## config.mk

```make
export PLATFORM = sky130hd
export DESIGN_NAME = tdm_mux_8x1
export DESIGN_NICKNAME = d
export VERILOG_FILES = /design/src/rtl/mux_pkg.sv /design/src/rtl/rr_arb8.sv /design/src/rtl/tdm_mux_8x1.sv
export SDC_FILE = /design/constraint.sdc
export NUM_CORES = 1
export LEC_CHECK = 0
export BUFFER_PORTS_ARGS = -buffer_cell sky130_fd_sc_hd__buf_4
export CAP_MARGIN = 0
export CORE_ASPECT_RATIO = 1.2
export CORE_UTILIZATION = 57
export CTS_CLUSTER_SIZE = 30
export DETAILED_ROUTE_END_ITERATION = 8
export PLACE_DENSITY = 0.86
export SYNTH_ARGS = -nofsm -noshare
export SYNTH_HDL_FRONTEND = slang
export SYNTH_SLANG_ARGS = --single-unit
```

## constraint.sdc

```tcl
create_clock -name clk -period 5 [get_ports clk]
set_input_delay 0 -clock clk [delete_from_list [all_inputs] [get_ports clk]]
set_output_delay 0 -clock clk [all_outputs]
set_load 0.1 [all_outputs]
```

## src/rtl/mux_pkg.sv

```systemverilog
// Shared constants and state type for the 8:1 TDM serializer.
package mux_pkg;

    localparam int NCH   = 8;
    localparam int SEL_W = 3;

    typedef enum logic {
        EMPTY = 1'b0,
        FULL  = 1'b1
    } state_t;

endpackage

```

## src/rtl/rr_arb8.sv

```systemverilog
// Circular priority search: first set request at or after ptr, wrapping 7 -> 0.
module rr_arb8
    import mux_pkg::*;
(
    input  logic [NCH-1:0]   req,
    input  logic [SEL_W-1:0] ptr,
    output logic [SEL_W-1:0] gnt_idx,
    output logic             any
);

    logic [SEL_W-1:0] idx;

    // Scan farthest-first so the nearest request to ptr is written last and wins.
    always_comb begin
        gnt_idx = '0;
        any     = 1'b0;
        idx     = '0;
        for (int i = NCH - 1; i >= 0; i--) begin
            idx = ptr + SEL_W'(i);
            if (req[idx]) begin
                gnt_idx = idx;
                any     = 1'b1;
            end
        end
    end

endmodule

```

## src/rtl/tdm_mux_8x1.sv

```systemverilog
// Round-robin 8:1 serializer with a one-word output register tagged by source index.
// Optional even-parity output out_par when TDM_MUX_PARITY_EN is defined.
//
// state | meaning
// EMPTY | output register holds nothing, out_valid=0
// FULL  | output register holds a word, out_valid=1
module tdm_mux_8x1
    import mux_pkg::*;
#(
    parameter int W = 1
) (
    input  logic             clk,
    input  logic             rst,
    input  logic [NCH-1:0]   in_valid,
    input  logic [NCH*W-1:0] in_data,
    output logic [NCH-1:0]   in_ready,
`ifdef TDM_MUX_PARITY_EN
    output logic             out_par,
`endif
    output logic             out_valid,
    input  logic             out_ready,
    output logic [W-1:0]     out_data,
    output logic [SEL_W-1:0] out_sel
);

    state_t           state, state_nxt;
    logic [SEL_W-1:0] ptr;
    logic [SEL_W-1:0] gnt_idx;
    logic             any;
    logic             load_ok;
    logic             load;

    rr_arb8 u_arb (
        .req     (in_valid),
        .ptr     (ptr),
        .gnt_idx (gnt_idx),
        .any     (any)
    );

    always_comb begin
        state_nxt = state;
        load      = 1'b0;
        in_ready  = '0;
        load_ok   = (state == EMPTY) || out_ready;
        // rst gating keeps in_ready low during the whole reset pulse, not just after the edge.
        if (!rst && load_ok && any) begin
            load              = 1'b1;
            in_ready[gnt_idx] = 1'b1;
            state_nxt         = FULL;
        end else if (state == FULL && out_ready) begin
            state_nxt = EMPTY;
        end
    end

    always_ff @(posedge clk or posedge rst) begin
        if (rst) begin
            state    <= EMPTY;
            ptr      <= '0;
            out_data <= '0;
            out_sel  <= '0;
        end else begin
            state <= state_nxt;
            if (load) begin
                out_data <= in_data[gnt_idx*W +: W];
                out_sel  <= gnt_idx;
                ptr      <= gnt_idx + SEL_W'(1);
            end
        end
    end

`ifdef TDM_MUX_PARITY_EN
    always_ff @(posedge clk or posedge rst) begin
        if (rst) begin
            out_par <= 1'b0;
        end else if (load) begin
            out_par <= ^in_data[gnt_idx*W +: W];
        end
    end
`endif

    assign out_valid = (state == FULL);

endmodule

```

==> impl_metrics.prom, run 1 <==
# TYPE chip_impl_metric gauge
chip_impl_metric{name="setup_total_neg_slack",unit="ps"} 0
chip_impl_metric{name="design.final.nets",unit=""} 244
chip_impl_metric{name="async_set_or_reset_flop_fraction_in_the_synthesized_netlist",unit="%"} 100
chip_impl_metric{name="grt_usage",unit="%"} 31.6
chip_impl_metric{name="post_synth_instance_area",unit="sq mm"} 0.00176
chip_impl_metric{name="multi_input_area",unit="sq mm"} 0.00140
chip_impl_info{name="run_status",value="completed"} 1
chip_impl_metric{name="critical_path_required",unit="ps"} 5000
chip_impl_metric{name="first_global_vias",unit=""} 1691
chip_impl_metric{name="wl_per_cell",unit="um"} 18.4
chip_impl_info{name="clock_tree_from_tritoncts",value="yes"} 1
chip_impl_metric{name="global_route.overflow_total",unit=""} 0
chip_impl_metric{name="final.period_utilization",unit="%"} 82.0
chip_impl_info{name="cts.root.buffer_cell",value="sky130_fd_sc_hd__clkbuf_4"} 1
chip_impl_metric{name="wire_length_of_the_first_global_routing_pass",unit="um"} 7990
chip_impl_metric{name="drt_pass1_iterations",unit=""} 4
chip_impl_metric{name="placement_rows",unit=""} 21
chip_impl_info{name="layout_common_cells",value="33 x sky130_fd_sc_hd__buf_4, 17 x sky130_fd_sc_hd__nor2_1, 16 x sky130_fd_sc_hd__nand2_1, 14 x sky130_fd_sc_hd__mux4_2, 14 x sky130_fd_sc_hd__mux2i_1"} 1
chip_impl_metric{name="fillers",unit=""} 234
chip_impl_metric{name="die_h",unit="um"} 62.9
chip_impl_metric{name="remaining_drc_errors",unit=""} 0
chip_impl_metric{name="pin_count",unit=""} 32
chip_impl_info{name="endpoint_kind",value="primary output"} 1
chip_impl_metric{name="worst_setup_hold_path_clk_slew",unit="ps"} 60
chip_impl_info{name="crit_chain",value="clkinv_1, ha_1, mux2_1, mux4_2, o31ai_2, a211o_1, o21ai_4, or3_1, nor2_1, buf_4"} 1
chip_impl_metric{name="ys_seq_elements",unit=""} 8
chip_impl_info{name="rsz0062_at_grt",value="no"} 1
chip_impl_info{name="worstHoldEndpoint",value="out_valid$_DFFE_PP0P_"} 1
chip_impl_info{name="synth-main-ff-cell",value="sky130_fd_sc_hd__dfrtp_1"} 1
chip_impl_metric{name="cts.htree.levels",unit=""} 1
chip_impl_metric{name="avgViaCountPerCell",unit=""} 6.96
chip_impl_metric{name="worst_skew_pair_latency",unit="ps"} 260
chip_impl_metric{name="finalSetupViolations",unit=""} 0
chip_impl_metric{name="timing.hold.worst_path_depth",unit=""} 3
chip_impl_metric{name="route.vias.total",unit=""} 1776
chip_impl_metric{name="tritoncts.num_buffers",unit=""} 3
chip_impl_metric{name="grt_antenna_before_repair",unit=""} 0
chip_impl_metric{name="rr_worst_depth",unit=""} 11
chip_impl_metric{name="hpwlAfterDp",unit="um"} 3390
chip_impl_metric{name="yosysUniqueCellTypes",unit=""} 59
chip_impl_metric{name="timing.slew.headroom",unit="%"} 45.2
chip_impl_metric{name="yosys_warnings",unit=""} 0
chip_impl_info{name="critPathTopFamily",value="multiplexers"} 1
chip_impl_metric{name="max_cap_viol",unit=""} 0
chip_impl_metric{name="postCtsResizedCells",unit=""} 0
chip_impl_metric{name="start_util",unit="%"} 61.5
chip_impl_metric{name="share_of_final_layout_standard_cells_stronger_than_drive_strength_1",unit="%"} 31.7
chip_impl_metric{name="cts_sinks",unit=""} 8
chip_impl_metric{name="critical_path.n_buffers_inverters",unit=""} 2
chip_impl_metric{name="placeableCoreArea",unit="sq mm"} 0.00286
chip_impl_metric{name="floorplan.die.width",unit="um"} 52.8
chip_impl_metric{name="area.growth.synth_to_final",unit="%"} 12.0
chip_impl_metric{name="crit_fanout",unit=""} 16
chip_impl_metric{name="syn_inst",unit=""} 205
chip_impl_metric{name="postSynthNetCount",unit=""} 226
chip_impl_metric{name="worst_path_largest_cell_delay",unit="ps"} 830
chip_impl_metric{name="timing.fmax",unit="MHz"} 244
chip_impl_metric{name="final-hold-violation-count",unit=""} 0
chip_impl_metric{name="antenna_fix_cells",unit=""} 0
chip_impl_metric{name="actual_slew_at_the_worst_max_slew_pin",unit="ps"} 821
chip_impl_info{name="worstHoldPathType",value="input port to flip-flop"} 1
chip_impl_metric{name="ctsLongestPathBuffers",unit=""} 2
chip_impl_metric{name="worst_ep_arrival_time",unit="ps"} 4100
chip_impl_metric{name="drt_first_iter_violations",unit=""} 124
chip_impl_metric{name="yosysSeqAreaShare",unit="%"} 11.4
chip_impl_metric{name="slew_violations",unit=""} 0
chip_impl_info{name="holdCritStartpoint",value="out_ready"} 1
chip_impl_metric{name="synth-edff-count",unit=""} 0
chip_impl_metric{name="finalCriticalPeriod",unit="ps"} 4100
chip_impl_metric{name="totalWireLength",unit="um"} 4700
chip_impl_info{name="crit-reg2reg-launch",value="ptr[0]$_DFFE_PP0P_"} 1
chip_impl_info{name="cp_slowest_cell",value="sky130_fd_sc_hd__ha_1"} 1
chip_impl_info{name="critPathKind",value="flip-flop to primary output"} 1
chip_impl_info{name="layout_commonest_cell",value="sky130_fd_sc_hd__buf_4"} 1
chip_impl_info{name="timing.critical_path.from_type",value="flip-flop"} 1
chip_impl_info{name="critical_path.reg2reg.endpoint",value="out_data$_DFFE_PP0P_"} 1
chip_impl_metric{name="post_cts.repair.setup_buffers",unit=""} 0
chip_impl_metric{name="regToRegSetupSlack",unit="ps"} 1120
chip_impl_metric{name="timing.clock.skew",unit="ps"} 8.57
chip_impl_metric{name="grt_start_max_net_pins",unit=""} 34
chip_impl_metric{name="area_of_the_die",unit="sq mm"} 0.00332
chip_impl_metric{name="place_congestion",unit=""} 0.919
chip_impl_metric{name="ff_latch_area",unit="sq um"} 200
chip_impl_metric{name="post_synth.cell_area_avg",unit="sq um"} 8.59
chip_impl_metric{name="antenna_violating_nets_post_route",unit=""} 0
chip_impl_metric{name="numPortBuffers",unit=""} 31
-- worst max path at each step --
stage	from	to	slack [ps]	cells after the start
6_report	ptr[0]$_DFFE_PP0P_	in_ready[6]	900	10
5_1_grt	ptr[0]$_DFFE_PP0P_	in_ready[4]	650	10
4_1_cts	ptr[0]$_DFFE_PP0P_	in_ready[6]	900	10
3_5_place_dp	ptr[0]$_DFFE_PP0P_	out_data$_DFFE_PP0P_	1130	11
3_3_place_gp	ptr[0]$_DFFE_PP0P_	out_data$_DFFE_PP0P_	1210	11
2_1_floorplan	ptr[0]$_DFFE_PP0P_	in_ready[4]	570	12
-- metrics by stage --
| step | cell area (sq um) | utilization (%) | hold slack, ps | worst slack [ps] | instances |
|---|---|---|---|---|---|
| 5_1_grt | 1970 | 68.9 | 79.9 | 653 | 255 |
| 3_5_place_dp | 1940 | 67.8 | -17.6 | 1130 | 251 |
| 4_1_cts | 1970 | 68.9 | 40.5 | 898 | 255 |
| 6_report | 1970 | 68.9 | 45.5 | 902 | 255 |
| 3_3_place_gp | 1940 | 67.8 | -21.8 | 1210 | 251 |
| 2_1_floorplan | 1760 | - | -184 | 567 | 205 |
-- metal layers --
layer  routed length [um]  vias up  track usage [%]
met4                  105        0             10.9
met5                    0        -                0
met2                 2320      103             48.9
met1                 1900      847             45.0
li1                     -      813                -
met3                  368       13             3.16
-- sequential cells by signal, indices dropped and copies added (netlist names) --
name       flops
out_valid      1
out_data       1
ptr            3
out_sel        3
-- cell type report --
cell class,count,share of cell area (%)
Multi-Input combinational cell,162,70.8
Timing Repair Buffer,34,13.1
Sequential cell,8,10.1
Inverter,14,2.66
Tap cell,34,2.16
Clock buffer,3,1.14
-- cells by family after synthesis --
group                    share of synthesized area (%)
buffers and inverters                             9.30
adder cells (fa/ha/maj)                           1.42
AND/OR/NAND/NOR                                   18.5
AO/OA/AOI/OAI                                     26.1
flip-flops                                        11.4
multiplexers                                      31.8
XOR/XNOR                                          1.49
-- cell usage after synthesis, types with 3 or more instances --
library cell	n	area share (%)
sky130_fd_sc_hd__a211oi_1	5	2.1
sky130_fd_sc_hd__inv_1	11	2.3
sky130_fd_sc_hd__clkbuf_1	9	1.9
sky130_fd_sc_hd__o221ai_1	3	1.5
sky130_fd_sc_hd__nand3_1	5	1.4
sky130_fd_sc_hd__nor3_1	5	1.4
sky130_fd_sc_hd__buf_2	6	1.7
sky130_fd_sc_hd__mux2_2	4	2.6
sky130_fd_sc_hd__a31oi_1	3	1.1
sky130_fd_sc_hd__a21boi_0	3	1.3
sky130_fd_sc_hd__dfrtp_1	8	11
sky130_fd_sc_hd__o21ai_0	8	2.3
sky130_fd_sc_hd__a211o_1	7	3.5
sky130_fd_sc_hd__a21oi_1	6	1.7
sky130_fd_sc_hd__nand2_1	16	3.4
sky130_fd_sc_hd__mux4_2	14	18
sky130_fd_sc_hd__nand4_1	3	1.1
sky130_fd_sc_hd__mux2i_1	14	8.0
sky130_fd_sc_hd__mux2_1	4	2.6
sky130_fd_sc_hd__nor2_1	17	3.6
sky130_fd_sc_hd__nand2b_1	4	1.4
-- worst reg2reg max path, delay by kind of cell (launching register included) --
family                     cells  cell delay (ps)
adders and majority gates      1              840
AOI/OAI and AO/OA              3              700
muxes                          3             1250
DFF                            1              350
and+or+nand+nor                3              380
buffers and inverters          1              250
-- timing repair --
action                                  CTS  global route
hold buffers                              1             0
hold endpoints to repair                  8             0
endpoints found under the setup margin    0             0
Power of run 1 is left out: the tool's default activity adds up to more than one toggle a clock period on the data nets, which glitch-free logic cannot reach.
==> inputs of run 2 (changes only) <==
CORE_UTILIZATION = 51   (was 57)
PLACE_DENSITY = 0.82   (was 0.86)
clock period = 3.4 ns   (was 5 ns; I/O delays follow)
==> run 2 against run 1 <==
  * The run now ends with setup timing left
  * Wire length grew 49%
  * Non-clock buffer count increased by 28
  * First-iteration DRC count increased by 60%
  * Setup slack got worse by 1000 ps
  * Utilization increased by 7.5 points
  * Die area rose by 11%
  * Design area increased by 28%
  * Via count increased by 17%
  * Critical path depth up 1
==> impl_metrics.prom, run 2 (synthesis gave the netlist of run 1 again) <==
# TYPE chip_impl_metric gauge
chip_impl_info{name="run_status",value="finished, violations left"} 1
chip_impl_info{name="violations",value="setup timing"} 1
chip_impl_info{name="crit_path_start",value="ptr[0]$_DFFE_PP0P_"} 1
chip_impl_info{name="clock_tree_from_tritoncts",value="yes"} 1
chip_impl_metric{name="drt_first_iter_violations",unit=""} 198
chip_impl_metric{name="pin_count",unit=""} 32
chip_impl_info{name="worstHoldPathType",value="input port to flip-flop"} 1
chip_impl_metric{name="cts.htree.levels",unit=""} 1
chip_impl_metric{name="numPortBuffers",unit=""} 31
chip_impl_metric{name="finish.cell_count_without_fillers",unit=""} 286
chip_impl_metric{name="worst_ep_arrival_time",unit="ps"} 3660
chip_impl_info{name="critPathKind",value="flip-flop to flip-flop"} 1
chip_impl_metric{name="rr_worst_depth",unit=""} 11
chip_impl_metric{name="finalCriticalPeriod",unit="ps"} 3550
chip_impl_metric{name="global_route.overflow_total",unit=""} 0
chip_impl_metric{name="max_cap_viol",unit=""} 0
chip_impl_metric{name="antenna_fix_cells",unit=""} 0
chip_impl_metric{name="wl_per_cell",unit="um"} 24.5
chip_impl_metric{name="worst_skew_pair_latency",unit="ps"} 240
chip_impl_metric{name="avgViaCountPerCell",unit=""} 7.26
chip_impl_metric{name="worst_path_largest_cell_delay",unit="ps"} 540
chip_impl_metric{name="fin_ws",unit="ps"} -147
chip_impl_info{name="endpoint_kind",value="flip-flop"} 1
chip_impl_metric{name="start_util",unit="%"} 53.2
chip_impl_metric{name="antenna_violating_nets_post_route",unit=""} 0
chip_impl_metric{name="drt_pass1_iterations",unit=""} 5
chip_impl_metric{name="route.vias.total",unit=""} 2075
chip_impl_info{name="critical_path.reg2reg.endpoint",value="out_data$_DFFE_PP0P_"} 1
chip_impl_metric{name="fillers",unit=""} 192
chip_impl_info{name="layout_common_cells",value="49 x sky130_fd_sc_hd__buf_4, 15 x sky130_fd_sc_hd__nand2_1, 14 x sky130_fd_sc_hd__mux4_2, 10 x sky130_fd_sc_hd__mux2i_1"} 1
chip_impl_info{name="crit_chain",value="clkinv_8, ha_4, mux2_1, mux4_2, nand2b_4, a2111oi_4, nor2_2, o21ai_4, mux4_2, nand2b_1, o211ai_2"} 1
chip_impl_metric{name="wire_length_of_the_first_global_routing_pass",unit="um"} 8380
chip_impl_metric{name="timing.fmax",unit="MHz"} 282
chip_impl_info{name="crit-reg2reg-launch",value="ptr[0]$_DFFE_PP0P_"} 1
chip_impl_metric{name="finalSetupViolations",unit=""} 11
chip_impl_info{name="critical-path-top-cell-by-count",value="sky130_fd_sc_hd__mux4_2"} 1
chip_impl_metric{name="regToRegSetupSlack",unit="ps"} -150
chip_impl_info{name="cts.root.buffer_cell",value="sky130_fd_sc_hd__clkbuf_8"} 1
chip_impl_metric{name="final.period_utilization",unit="%"} 104
chip_impl_metric{name="remaining_drc_errors",unit=""} 0
chip_impl_metric{name="actual_slew_at_the_worst_max_slew_pin",unit="ps"} 521
chip_impl_metric{name="final-hold-violation-count",unit=""} 0
chip_impl_metric{name="first_global_vias",unit=""} 1742
chip_impl_metric{name="cts_sinks",unit=""} 8
chip_impl_metric{name="place_congestion",unit=""} 0.946
chip_impl_metric{name="share_of_final_layout_standard_cells_stronger_than_drive_strength_1",unit="%"} 50.2
chip_impl_metric{name="number_of_gates_on_the_worst_path_with_buffers_counted",unit=""} 11
chip_impl_metric{name="grt_usage",unit="%"} 28.5
chip_impl_metric{name="dpl.cell_count",unit=""} 270
chip_impl_metric{name="area.growth.synth_to_final",unit="%"} 43.5
chip_impl_info{name="critPathCapture",value="out_data$_DFFE_PP0P_"} 1
chip_impl_metric{name="tritoncts.num_buffers",unit=""} 3
chip_impl_info{name="cp_slowest_cell",value="sky130_fd_sc_hd__mux4_2"} 1
chip_impl_metric{name="slew_violations",unit=""} 0
chip_impl_metric{name="totalWireLength",unit="um"} 7000
chip_impl_metric{name="crit_fanout",unit=""} 7
chip_impl_metric{name="hpwlAfterDp",unit="um"} 3620
chip_impl_metric{name="area_of_the_die",unit="sq mm"} 0.00369
chip_impl_metric{name="placeableCoreArea",unit="sq mm"} 0.00331
chip_impl_metric{name="floorplan.die.width",unit="um"} 55.7
chip_impl_metric{name="ctsLongestPathBuffers",unit=""} 2
chip_impl_metric{name="critical_path_required",unit="ps"} 3510
chip_impl_metric{name="design.final.nets",unit=""} 272
chip_impl_info{name="top_regs",value="out_sel: 3 flops, ptr: 3 flops"} 1
chip_impl_info{name="critPathTopFamily",value="multiplexers"} 1
chip_impl_metric{name="placement_rows",unit=""} 23
chip_impl_info{name="layout_commonest_cell",value="sky130_fd_sc_hd__buf_4"} 1
chip_impl_metric{name="critical_path.n_buffers_inverters",unit=""} 1
chip_impl_metric{name="timing.clock.skew",unit="ps"} 13.6
chip_impl_metric{name="worst_setup_hold_path_clk_slew",unit="ps"} 60
chip_impl_info{name="rsz0062_at_grt",value="yes"} 1
chip_impl_metric{name="grt_start_max_net_pins",unit=""} 34
chip_impl_info{name="timing.critical_path.from_type",value="flip-flop"} 1
chip_impl_metric{name="die_h",unit="um"} 66.4
chip_impl_metric{name="timing.slew.headroom",unit="%"} 65.0
chip_impl_metric{name="grt_antenna_before_repair",unit=""} 0
-- run 2: cell count changes in the layout (fill, tap and decap cells not counted), sizes merged --
| cell | change |
|---|---|
| buf | +27 |
| clkbuf | +1 |
-- run 2: tightest hold or removal path: cells and delay by family --
kind | cells | cell delay (ps)
AND/OR/NAND/NOR | 2 | 210
buffers and inverters | 1 | 80
-- run 2: worst min path at each step --
| stage | start | endpoint | slack (ps) | cells after the start |
|---|---|---|---|---|
| floorplan | rst | out_data$_DFFE_PP0P_ | -180 | 1 |
| global placement | rst | out_valid$_DFFE_PP0P_ | -20 | 2 |
| detailed placement | rst | out_valid$_DFFE_PP0P_ | -2 | 2 |
| CTS | out_ready | out_valid$_DFFE_PP0P_ | 70 | 3 |
| global route | out_ready | out_valid$_DFFE_PP0P_ | 120 | 3 |
| finish | out_ready | out_valid$_DFFE_PP0P_ | 110 | 3 |
-- run 2: metrics by stage --
stage               hold slack (ps)  setup slack, ps  setup TNS [ps]  utilization (%)  instance area, sq um
floorplan                      -184            -35.6           -35.6                -                  1890
global placement              -22.6              105               0             66.0                  2180
detailed placement            -2.29             24.4               0             66.0                  2180
CTS                            67.0            -2.49           -2.49             68.6                  2270
global route                    122             -232           -1780             76.4                  2530
finish                          110             -147            -935             76.4                  2530
-- run 2: layout make-up --
class                      instances  area [sq um]  area share, %
clock buffer                       3          41.3           1.63
inverter                          14          67.6           2.67
multi-input combinational        162          1570           61.9
sequential                         8           201           7.97
tap                               37          46.3           1.83
timing repair buffer              62           606           23.9
-- run 2: per-layer routing --
metal / routed length (um) / GRT usage (%)
met5: 0 / 0
met4: 452 / 9.06
met3: 699 / 2.15
met2: 3330 / 48.2
met1: 2520 / 38.6
-- run 2: what timing repair did --
item	4_1_cts	5_1_grt
gates resized for setup	10	35
buffers inserted	0	11
hold buffers	1	0
pin swaps	0	14
cloned	0	1
endpoints found under the setup margin	8	11
hold endpoints to repair	8	0
Power of run 2 is left out for the same reason.
==> inputs of run 3 (changes only) <==
CORE_UTILIZATION = 57   (was 51)
PLACE_DENSITY = 0.86   (was 0.82)
clock period = 3.58 ns   (was 3.4 ns; I/O delays follow)
==> run 3 against run 2 <==
  * The run now ends clean
  * Wire length down 21%
  * Worst hold slack worse by 52 ps
  * Clock skew up 1.2 ps
  * Register-to-register slack better by 320 ps
  * Global-route usage up 5.3 points
  * Die area down 10%
  * Critical path depth unchanged
  * Via count down 9.9%
  * Utilization up 0.70 points
  * First-iteration DRC count down 47%
  * Sequential cell count unchanged
  * Critical endpoint is now in_ready[1]
==> impl_metrics.prom, run 3 (synthesis gave the netlist of run 1 again) <==
# TYPE chip_impl_metric gauge
chip_impl_metric{name="pin_count",unit=""} 32
chip_impl_metric{name="wl_per_cell",unit="um"} 20.8
chip_impl_metric{name="global_route.overflow_total",unit=""} 0
chip_impl_metric{name="timing.clock.skew",unit="ps"} 14.9
chip_impl_metric{name="worst_ep_arrival_time",unit="ps"} 3510
chip_impl_info{name="endpoint_kind",value="primary output"} 1
chip_impl_metric{name="timing.slew.headroom",unit="%"} 65.1
chip_impl_info{name="clock_tree_from_tritoncts",value="yes"} 1
chip_impl_metric{name="die_h",unit="um"} 62.9
chip_impl_metric{name="fin_worst_hold_slack",unit="ps"} 58.3
chip_impl_metric{name="placement_rows",unit=""} 21
chip_impl_info{name="run_status",value="completed"} 1
chip_impl_info{name="critical_path.reg2reg.endpoint",value="out_data$_DFFE_PP0P_"} 1
chip_impl_metric{name="area_of_the_die",unit="sq mm"} 0.00332
chip_impl_metric{name="grt_usage",unit="%"} 33.7
chip_impl_metric{name="slew_violations",unit=""} 0
chip_impl_metric{name="finish.utilization",unit="%"} 77.1
chip_impl_metric{name="cts.htree.levels",unit=""} 1
chip_impl_metric{name="area.growth.synth_to_final",unit="%"} 25.4
chip_impl_metric{name="finalCriticalPeriod",unit="ps"} 3510
chip_impl_metric{name="start_util",unit="%"} 61.5
chip_impl_info{name="top_regs",value="out_sel: 3 flops, ptr: 3 flops"} 1
chip_impl_metric{name="antenna_fix_cells",unit=""} 0
chip_impl_info{name="cts.root.buffer_cell",value="sky130_fd_sc_hd__clkbuf_4"} 1
chip_impl_metric{name="route.vias.total",unit=""} 1870
chip_impl_metric{name="regToRegSetupSlack",unit="ps"} 170
chip_impl_metric{name="first_global_vias",unit=""} 1801
chip_impl_metric{name="critical_path_required",unit="ps"} 3580
chip_impl_metric{name="totalWireLength",unit="um"} 5560
chip_impl_metric{name="worst_skew_pair_latency",unit="ps"} 260
chip_impl_metric{name="ctsLongestPathBuffers",unit=""} 2
chip_impl_info{name="timing.critical_path.from_type",value="flip-flop"} 1
chip_impl_metric{name="max_cap_viol",unit=""} 0
chip_impl_metric{name="hpwlAfterDp",unit="um"} 3790
chip_impl_info{name="layout_common_cells",value="37 x sky130_fd_sc_hd__buf_4, 16 x sky130_fd_sc_hd__nand2_1, 14 x sky130_fd_sc_hd__mux4_2, 13 x sky130_fd_sc_hd__mux2i_1, 11 x sky130_fd_sc_hd__inv_1"} 1
chip_impl_info{name="critPathKind",value="flip-flop to primary output"} 1
chip_impl_info{name="critPathCapture",value="in_ready[1]"} 1
chip_impl_metric{name="drt_first_iter_violations",unit=""} 104
chip_impl_metric{name="floorplan.die.width",unit="um"} 52.8
chip_impl_metric{name="design.final.nets",unit=""} 256
chip_impl_metric{name="actual_slew_at_the_worst_max_slew_pin",unit="ps"} 509
chip_impl_metric{name="numPortBuffers",unit=""} 31
chip_impl_metric{name="antenna_violating_nets_post_route",unit=""} 0
chip_impl_metric{name="avgViaCountPerCell",unit=""} 7.00
chip_impl_metric{name="final-hold-violation-count",unit=""} 0
chip_impl_metric{name="drt_pass1_iterations",unit=""} 4
chip_impl_metric{name="timing.fmax",unit="MHz"} 285
chip_impl_metric{name="placeableCoreArea",unit="sq mm"} 0.00286
chip_impl_metric{name="crit_fanout",unit=""} 8
chip_impl_metric{name="grt_start_max_net_pins",unit=""} 34
chip_impl_metric{name="wire_length_of_the_first_global_routing_pass",unit="um"} 8510
chip_impl_info{name="worstHoldPathType",value="input port to flip-flop"} 1
chip_impl_metric{name="share_of_final_layout_standard_cells_stronger_than_drive_strength_1",unit="%"} 40.8
chip_impl_metric{name="grt_antenna_before_repair",unit=""} 0
chip_impl_metric{name="final.period_utilization",unit="%"} 98.0
chip_impl_metric{name="finalSetupViolations",unit=""} 0
chip_impl_info{name="crit_path_start",value="ptr[0]$_DFFE_PP0P_"} 1
chip_impl_metric{name="fillers",unit=""} 179
chip_impl_metric{name="worst_setup_hold_path_clk_slew",unit="ps"} 70
chip_impl_info{name="crit-reg2reg-launch",value="ptr[0]$_DFFE_PP0P_"} 1
chip_impl_metric{name="remaining_drc_errors",unit=""} 0
chip_impl_metric{name="cts_sinks",unit=""} 8
chip_impl_info{name="layout_commonest_cell",value="sky130_fd_sc_hd__buf_4"} 1
chip_impl_metric{name="rr_worst_depth",unit=""} 12
chip_impl_metric{name="tritoncts.num_buffers",unit=""} 3
chip_impl_metric{name="place_congestion",unit=""} 0.940
-- run 3: cell count changes in the layout (fill, tap and decap cells not counted), sizes merged --
cell	change
clkbuf	-1
buf	-15
-- run 3: worst min-delay path by stage --
stage | from | to | cells past startpoint
after global placement | rst | out_valid$_DFFE_PP0P_ | 2
after global routing | out_ready | out_valid$_DFFE_PP0P_ | 3
after floorplan | rst | out_data$_DFFE_PP0P_ | 1
after detailed placement | rst | ptr[2]$_DFFE_PP0P_ | 2
after CTS | out_ready | out_valid$_DFFE_PP0P_ | 3
final | out_ready | out_valid$_DFFE_PP0P_ | 3
-- run 3: timing repair --
action                                 4_1_cts  5_1_grt
endpoints found under the hold margin        8        0
setup endpoints to repair                    6        8
gates cloned                                 0        0
hold buffers                                 1        0
buffers inserted                             0        1
pin swaps                                    0        1
resized for setup                            6       13
-- run 3: metrics by stage --
stage / area [sq um] / setup TNS (ps) / setup slack (ps) / instances
global route: 2210 / -48.2 / -24.8 / 267
global placement: 2080 / 0 / 201 / 262
floorplan: 1820 / -332 / -154 / 205
finish: 2210 / 0 / 70.1 / 267
detailed placement: 2080 / 0 / 108 / 262
CTS: 2140 / -80.9 / -34.9 / 266
-- run 3: per-layer routing --
metal	share of wire, %	track usage, %	vias to the layer above
met5	0	0	-
met1	37	40.9	912
met4	2.3	13.5	0
met3	6.5	5.11	16
li1	-	-	837
met2	54	57.6	105
-- run 3: worst max-delay path, stage by stage, from the launching register on --
cell and delay, ps:
sky130_fd_sc_hd__dfrtp_1 410, sky130_fd_sc_hd__clkinv_2 110, sky130_fd_sc_hd__ha_4 340, sky130_fd_sc_hd__mux2_4 320, sky130_fd_sc_hd__mux4_2 570, sky130_fd_sc_hd__nand2b_4 190, sky130_fd_sc_hd__a2111oi_4 370, sky130_fd_sc_hd__nor2_2 110
sky130_fd_sc_hd__o21ai_4 230, sky130_fd_sc_hd__nand2_1 220, sky130_fd_sc_hd__nor2_4 160, sky130_fd_sc_hd__buf_8 210
-- run 3: final cells by class --
| class | count | area [sq um] | area share [%] |
|---|---|---|---|
| tap | 34 | 42.5 | 1.93 |
| clock buffer | 3 | 22.5 | 1.02 |
| multi-input combinational | 162 | 1490 | 67.5 |
| sequential | 8 | 200 | 9.07 |
| timing repair buffer | 46 | 398 | 18.0 |
| inverter | 14 | 53.8 | 2.44 |
Power of run 3 is left out for the same reason.
